## src/rtl/host_frame_tx.sv

```systemverilog
// -----------------------------------------------------------------------------
// host_frame_tx
//   Serialises one host command (header byte plus its arguments) onto a UART
//   style line: start bit, DATA_WIDTH data bits LSB first, optional parity bit,
//   one stop bit.  One command is accepted at a time; everything needed for the
//   command is captured at accept so the host may change its inputs freely.
//
// Ports
//   CLK        in   clock, all state on the rising edge
//   RST        in   asynchronous active-low reset
//   CMD_VALID  in   command request, accepted when CMD_READY is high
//   CMD_READY  out  high while idle
//   CMD_TYPE   in   0=RF write (AA), 1=RF read (BB), 2=ALU op (CC), 3=ALU no-op (DD)
//   ARG0..2    in   command arguments (DATA_WIDTH each)
//   BAUD_DIV   in   CLK cycles per serial bit (0 behaves as 1)
//   PAR_EN     in   parity bit enable
//   PAR_TYP    in   0=even, 1=odd parity
//   TX_OUT     out  serial line, idles high
//   BUSY       out  high from accept until the last stop bit completes
//   DONE       out  one-cycle pulse in the first idle cycle after a command
//
// Build option
//   HOST_FRAME_TX_GAP_EN : when defined, one idle-high bit period (GAP) is
//   inserted after every non-final stop bit.
// -----------------------------------------------------------------------------
module host_frame_tx #(
    parameter int DATA_WIDTH = 8
) (
    input  logic                  CLK,
    input  logic                  RST,
    input  logic                  CMD_VALID,
    output logic                  CMD_READY,
    input  logic [1:0]            CMD_TYPE,
    input  logic [DATA_WIDTH-1:0] ARG0,
    input  logic [DATA_WIDTH-1:0] ARG1,
    input  logic [DATA_WIDTH-1:0] ARG2,
    input  logic [15:0]           BAUD_DIV,
    input  logic                  PAR_EN,
    input  logic                  PAR_TYP,
    output logic                  TX_OUT,
    output logic                  BUSY,
    output logic                  DONE
);

    localparam int BCW = (DATA_WIDTH > 1) ? $clog2(DATA_WIDTH) : 1;
    localparam logic [BCW-1:0] LAST_BIT = BCW'(DATA_WIDTH - 1);
    localparam logic [DATA_WIDTH-1:0] HDR_AA = DATA_WIDTH'(8'hAA);
    localparam logic [DATA_WIDTH-1:0] HDR_BB = DATA_WIDTH'(8'hBB);
    localparam logic [DATA_WIDTH-1:0] HDR_CC = DATA_WIDTH'(8'hCC);
    localparam logic [DATA_WIDTH-1:0] HDR_DD = DATA_WIDTH'(8'hDD);

`ifdef HOST_FRAME_TX_GAP_EN
    typedef enum logic [2:0] {
        IDLE   = 3'd0,
        START  = 3'd1,
        DATA   = 3'd2,
        PARITY = 3'd3,
        STOP   = 3'd4,
        GAP    = 3'd5
    } state_t;
`else
    typedef enum logic [2:0] {
        IDLE   = 3'd0,
        START  = 3'd1,
        DATA   = 3'd2,
        PARITY = 3'd3,
        STOP   = 3'd4
    } state_t;
`endif

    // Parity over one data byte; odd parity is the inverted even result.
    function automatic logic calc_parity(input logic [DATA_WIDTH-1:0] data,
                                         input logic odd);
        calc_parity = (^data) ^ odd;
    endfunction

    // Index of the final byte of each command type.
    function automatic logic [1:0] last_index(input logic [1:0] cmd);
        case (cmd)
            2'd0:    last_index = 2'd2;
            2'd1:    last_index = 2'd1;
            2'd2:    last_index = 2'd3;
            2'd3:    last_index = 2'd1;
            default: last_index = 2'd1;
        endcase
    endfunction

    // Byte to transmit for a given command type and byte position.
    function automatic logic [DATA_WIDTH-1:0] byte_sel(
        input logic [1:0]            cmd,
        input logic [1:0]            idx,
        input logic [DATA_WIDTH-1:0] a0,
        input logic [DATA_WIDTH-1:0] a1,
        input logic [DATA_WIDTH-1:0] a2
    );
        case (idx)
            2'd0: begin
                case (cmd)
                    2'd0:    byte_sel = HDR_AA;
                    2'd1:    byte_sel = HDR_BB;
                    2'd2:    byte_sel = HDR_CC;
                    2'd3:    byte_sel = HDR_DD;
                    default: byte_sel = HDR_AA;
                endcase
            end
            2'd1:    byte_sel = a0;
            2'd2:    byte_sel = a1;
            2'd3:    byte_sel = a2;
            default: byte_sel = a0;
        endcase
    endfunction

    state_t                r_state;
    state_t                w_next;
    logic [1:0]            r_type;
    logic [DATA_WIDTH-1:0] r_arg0;
    logic [DATA_WIDTH-1:0] r_arg1;
    logic [DATA_WIDTH-1:0] r_arg2;
    logic [15:0]           r_baud;
    logic                  r_par_en;
    logic                  r_par_typ;
    logic [15:0]           r_baud_cnt;
    logic [BCW-1:0]        r_bit_cnt;
    logic [1:0]            r_byte_idx;
    logic                  r_tx;
    logic                  r_done;

    logic [15:0]           w_div;
    logic                  w_bit_end;
    logic                  w_last_byte;
    logic [DATA_WIDTH-1:0] w_cur_byte;
    logic                  w_par;
    logic                  w_accept;
    logic                  w_done;
    logic [BCW-1:0]        w_nbit;
    logic                  w_tx;

    assign w_div       = (r_baud == 16'd0) ? 16'd1 : r_baud;
    assign w_bit_end   = (r_baud_cnt == (w_div - 16'd1));
    assign w_last_byte = (r_byte_idx == last_index(r_type));
    assign w_cur_byte  = byte_sel(r_type, r_byte_idx, r_arg0, r_arg1, r_arg2);
    assign w_par       = calc_parity(w_cur_byte, r_par_typ);

    assign CMD_READY = (r_state == IDLE);
    assign BUSY      = (r_state != IDLE);
    assign TX_OUT    = r_tx;
    assign DONE      = r_done;

    // State register.
    always_ff @(posedge CLK or negedge RST) begin
        if (!RST) begin
            r_state <= IDLE;
        end else begin
            r_state <= w_next;
        end
    end

    // Next-state decode, accept and completion strobes.
    always_comb begin
        w_next   = r_state;
        w_accept = 1'b0;
        w_done   = 1'b0;
        case (r_state)
            IDLE: begin
                if (CMD_VALID) begin
                    w_next   = START;
                    w_accept = 1'b1;
                end else begin
                    w_next = IDLE;
                end
            end
            START: begin
                if (w_bit_end) begin
                    w_next = DATA;
                end else begin
                    w_next = START;
                end
            end
            DATA: begin
                if (w_bit_end && (r_bit_cnt == LAST_BIT)) begin
                    w_next = r_par_en ? PARITY : STOP;
                end else begin
                    w_next = DATA;
                end
            end
            PARITY: begin
                if (w_bit_end) begin
                    w_next = STOP;
                end else begin
                    w_next = PARITY;
                end
            end
            STOP: begin
                if (w_bit_end && w_last_byte) begin
                    w_next = IDLE;
                    w_done = 1'b1;
                end else if (w_bit_end) begin
`ifdef HOST_FRAME_TX_GAP_EN
                    w_next = GAP;
`else
                    w_next = START;
`endif
                end else begin
                    w_next = STOP;
                end
            end
`ifdef HOST_FRAME_TX_GAP_EN
            GAP: begin
                if (w_bit_end) begin
                    w_next = START;
                end else begin
                    w_next = GAP;
                end
            end
`endif
            default: w_next = IDLE;
        endcase
    end

    // Line level for the coming cycle, so TX_OUT is a register that tracks
    // the state register with no extra cycle of latency.
    always_comb begin
        w_nbit = {BCW{1'b0}};
        w_tx   = 1'b1;
        if ((r_state == DATA) && w_bit_end) begin
            w_nbit = r_bit_cnt + BCW'(1);
        end else if (r_state == DATA) begin
            w_nbit = r_bit_cnt;
        end else begin
            w_nbit = {BCW{1'b0}};
        end
        case (w_next)
            START:   w_tx = 1'b0;
            DATA:    w_tx = w_cur_byte[w_nbit];
            PARITY:  w_tx = w_par;
            default: w_tx = 1'b1;
        endcase
    end

    // Command capture, bit/byte/baud counters and registered outputs.
    always_ff @(posedge CLK or negedge RST) begin
        if (!RST) begin
            r_type     <= 2'd0;
            r_arg0     <= {DATA_WIDTH{1'b0}};
            r_arg1     <= {DATA_WIDTH{1'b0}};
            r_arg2     <= {DATA_WIDTH{1'b0}};
            r_baud     <= 16'd0;
            r_par_en   <= 1'b0;
            r_par_typ  <= 1'b0;
            r_baud_cnt <= 16'd0;
            r_bit_cnt  <= {BCW{1'b0}};
            r_byte_idx <= 2'd0;
            r_tx       <= 1'b1;
            r_done     <= 1'b0;
        end else begin
            r_tx   <= w_tx;
            r_done <= w_done;

            if (w_accept) begin
                r_type    <= CMD_TYPE;
                r_arg0    <= ARG0;
                r_arg1    <= ARG1;
                r_arg2    <= ARG2;
                r_baud    <= BAUD_DIV;
                r_par_en  <= PAR_EN;
                r_par_typ <= PAR_TYP;
            end else begin
                r_type    <= r_type;
                r_arg0    <= r_arg0;
                r_arg1    <= r_arg1;
                r_arg2    <= r_arg2;
                r_baud    <= r_baud;
                r_par_en  <= r_par_en;
                r_par_typ <= r_par_typ;
            end

            if ((r_state == IDLE) || w_bit_end) begin
                r_baud_cnt <= 16'd0;
            end else begin
                r_baud_cnt <= r_baud_cnt + 16'd1;
            end

            if ((r_state == DATA) && w_bit_end) begin
                r_bit_cnt <= (r_bit_cnt == LAST_BIT) ? {BCW{1'b0}} : (r_bit_cnt + BCW'(1));
            end else if (r_state != DATA) begin
                r_bit_cnt <= {BCW{1'b0}};
            end else begin
                r_bit_cnt <= r_bit_cnt;
            end

            // Advances only between frames of the same command; the final
            // stop bit leaves it in place so it never wraps.
            if (w_accept) begin
                r_byte_idx <= 2'd0;
            end else if ((r_state == STOP) && w_bit_end && !w_last_byte) begin
                r_byte_idx <= r_byte_idx + 2'd1;
            end else begin
                r_byte_idx <= r_byte_idx;
            end
        end
    end

endmodule

```

## config.mk

```make
export PLATFORM = sky130hd
export DESIGN_NAME = host_frame_tx
export DESIGN_NICKNAME = d
export VERILOG_FILES = /design/src/rtl/host_frame_tx.sv
export SDC_FILE = /design/constraint.sdc
export NUM_CORES = 1
export LEC_CHECK = 0
export BUFFER_PORTS_ARGS = -buffer_cell sky130_fd_sc_hd__buf_2
export CAP_MARGIN = 10
export CORE_UTILIZATION = 30
export CTS_CLUSTER_SIZE = 16
export DETAILED_ROUTE_END_ITERATION = 16
export PLACE_DENSITY = 0.58
export SYNTH_ARGS = -nofsm -noshare
export SYNTH_HDL_FRONTEND = slang
export SYNTH_SLANG_ARGS = --single-unit
```

## constraint.sdc

```tcl
create_clock -name CLK -period 5.6 [get_ports CLK]
set_clock_uncertainty 0.15 [all_clocks]
set_input_delay 1.4 -clock CLK [delete_from_list [all_inputs] [get_ports CLK]]
set_output_delay 1.4 -clock CLK [all_outputs]
set_load 0.1 [all_outputs]
```

==> metrics.csv <==
metric,value,unit
TritonCTS Buffers,9,
setup bufs post-CTS,0,
P_leak,2.44,nW
RSZ-0062 raised after global routing,no,
#FFs+latches synth,70,
Antenna Cells,0,
"Avg Cell Area, Syn",8.50,sq um
mapped cell area,4090,sq um
row count,42,
worst hold slack,0.324,ns
status,finished clean,
Clock Sinks,70,
Area Growth Syn to Fin,16.8,%
clock root cell,clkbuf_16,
GR Overflow Total,0,
Post-Route WL,9860,microns
synth top area cells,"dfrtp_1 (42%), nand2_1 (13%), xor2_1 (4.7%)",
Die Wd,119,microns
Tcrit/Tclk final,83.6,%
CP Capture Type,flop,
worst setup path class,reg2reg,
cells after synthesis,481,
IO buf count,50,
post-cts sizing count,0,
most frequent cells in the layout,"nand2_1 (144), dfrtp_1 (69), buf_2 (50)",
worst slew pin tran,0.801,ns
f_max,214,MHz
first-pass GRT wire length,16500,microns
DRT iter0 DRCs,192,
crit path DAT,4.79,ns
H-tree levels,3,
total track usage,14.8,%
number of max-cap violations,0,
number of global-route vias before repair,3238,
Syn Nets,536,
Synth Warn #,0,
Worst R2R End,TX_OUT$_DFF_PN1_,
predominant post-synthesis flop cell,dfrtp_1,
maximum VDD drop,0.120,mV
CTS tree,yes,
worst skew pair latency,0.34,ns
CTS clock-pin slew for the worst setup and hold paths,0.06,ns
Slew headroom,46.6,%
"leading cell type in the layout, fill and taps excluded",nand2_1,
Via density,4.81,
Max Root-Sink Buffers,2,
share of the synthesized area in the top cell type,42.2,%
Final GP Congestion,0.882,
total die area,14100,sq um
final hold vios,0,
Hold Crit Start,r_arg0[3]$_DFFE_PN0P_,
Detailed Place HPWL,7190,microns
post-layout net count,580,
Hold Path Stages,2,
"Distinct cells, synth",60,
fraction of registers with async set/reset,100,%
Final setup viols,0,
Worst R2R Setup Slack,0.92,ns
antenna-violating nets left,0,
PwrDens,225,nW/um^2
Critical Path Fanout Max,16,
core area,13300,sq um
largest net degree at the start of global routing,46,
sequential fraction of the synthesis area,42.9,%
Worst Setup Start Kind,flop,
Initial Util,30.8,%
reg2reg start,r_baud[8]$_DFFE_PN0P_,
setup_tns,0,ns
boundary pin count,51,
DRC violations left,0,
fin. max-slew vios,0,
Hold Crit Class,reg2reg,
reg2reg path depth,14,
antenna violations before repair,0,
min cycle time layout,4.68,ns
"EDFF count, synth",0,
Worst EP required,5.71,ns
layout cells sized above 1,16.4,%
"area leader, netlist",dfrtp_1,
# hold bufs at CTS,0,
drt pass-1 iters,4,
die extent in y,119,microns
hold path endpoint,r_arg0[3]$_DFFE_PN0P_,
vias,3393,
post-DR wirelength/cell,14.0,microns
==> routing by layer <==
metal  wire length, microns  global-route usage (%)  share of wire [%]
met5                      0                       0                  0
met4                     81                    4.59               0.82
met3                    399                    2.99                4.0
met2                   4200                    21.3                 43
met1                   5180                    21.9                 53
==> synthesized netlist by cell type (2+ instances only) <==
| master | instances |
|---|---|
| a211oi_1 | 4 |
| a21o_1 | 4 |
| a21oi_1 | 20 |
| a22oi_1 | 9 |
| a31oi_1 | 5 |
| and2_1 | 2 |
| and3_1 | 7 |
| buf_2 | 3 |
| buf_6 | 2 |
| clkbuf_1 | 16 |
| dfrtp_1 | 69 |
| ha_1 | 8 |
| inv_1 | 10 |
| mux2_2 | 4 |
| mux2i_1 | 4 |
| nand2_1 | 144 |
| nand2b_1 | 3 |
| nand3_1 | 19 |
| nand3b_1 | 3 |
| nand4_1 | 2 |
| nor2_1 | 38 |
| nor2b_1 | 8 |
| nor3_1 | 7 |
| nor4_1 | 3 |
| o21ai_0 | 9 |
| o22ai_1 | 3 |
| or3_1 | 2 |
| or4_4 | 2 |
| or4b_1 | 2 |
| xnor2_1 | 18 |
| xor2_1 | 22 |
==> flip-flops by register name, indices dropped and copies added (netlist names), 2 cells and up <==
register / count
r_bit_cnt: 3
r_arg1: 8
r_state: 3
r_baud: 16
r_baud_cnt: 16
r_byte_idx: 2
r_arg2: 8
r_type: 2
r_arg0: 8
==> worst max-delay path, cell delays in order (launching register included) <==
cell	delay, ns
dfrtp_1	0.47
nor4_4	0.46
and4_1	0.40
a21oi_1	0.11
ha_1	0.23
nor3b_2	0.20
a211oi_1	0.24
a31oi_1	0.07
a211o_1	0.27
or4b_1	0.64
nor2_4	0.38
mux2_2	0.40
o211ai_2	0.16
a21oi_1	0.08
a311o_1	0.32
==> power breakdown <==
group	internal (mW)	total (mW)	switching [mW]
sequential	0.506	0.506	0
clock	0.314	0.541	0.227
combinational	0.0119	0.0268	0.0149
total	0.832	1.07	0.242
==> cell families (layout without fill, tap and decap cells) <==
| group | count (synthesis) | after routing | share of synthesized area (%) |
|---|---|---|---|
| flip-flops | 70 | 70 | 42.9 |
| AND/OR/NAND/NOR | 255 | 255 | 29.2 |
| AO/OA/AOI/OAI | 67 | 67 | 11.0 |
| multiplexers | 10 | 10 | 2.72 |
| XOR/XNOR | 40 | 40 | 8.57 |
| adder cells (fa/ha/maj) | 8 | 8 | 2.45 |
| buffers and inverters | 31 | 80 | 3.30 |
==> how the worst max path moves through the flow <==
| stage | startpoint | end | slack, ns | cells past startpoint |
|---|---|---|---|---|
| 2_1_floorplan | r_state[2]$_DFF_PN0_ | BUSY | 0.11 | 2 |
| 3_3_place_gp | r_baud[8]$_DFFE_PN0P_ | TX_OUT$_DFF_PN1_ | 1.08 | 14 |
| 3_5_place_dp | r_baud[8]$_DFFE_PN0P_ | TX_OUT$_DFF_PN1_ | 0.93 | 14 |
| 4_1_cts | r_baud[8]$_DFFE_PN0P_ | TX_OUT$_DFF_PN1_ | 0.90 | 14 |
| 5_1_grt | r_baud[8]$_DFFE_PN0P_ | TX_OUT$_DFF_PN1_ | 0.65 | 14 |
| 6_report | r_baud[8]$_DFFE_PN0P_ | TX_OUT$_DFF_PN1_ | 0.92 | 14 |
==> final cells by class <==
class	count	area (sq um)
fillers	1368	8520
multi-input cells	380	2200
well taps	176	220
inverters	10	37.5
clock buffers	10	239
clock inverters	6	46.3
flip-flops and latches	70	1750
repair buffers	54	280
==> metrics by stage <==
| step | power (mW) | instance area, sq um | utilization (%) | cells | setup slack [ns] |
|---|---|---|---|---|---|
| 2_1_floorplan | 0.516 | 4090 | - | 481 | 0.110 |
| 3_3_place_gp | 0.543 | 4490 | 33.8 | 690 | 1.08 |
| 3_5_place_dp | 0.543 | 4490 | 33.8 | 690 | 0.932 |
| 4_1_cts | 1.09 | 4780 | 35.9 | 706 | 0.898 |
| 5_1_grt | 1.11 | 4780 | 35.9 | 706 | 0.650 |
| 6_report | 1.07 | 4780 | 35.9 | 706 | 0.916 |
Note: power is estimated with default switching activity, not from simulation.
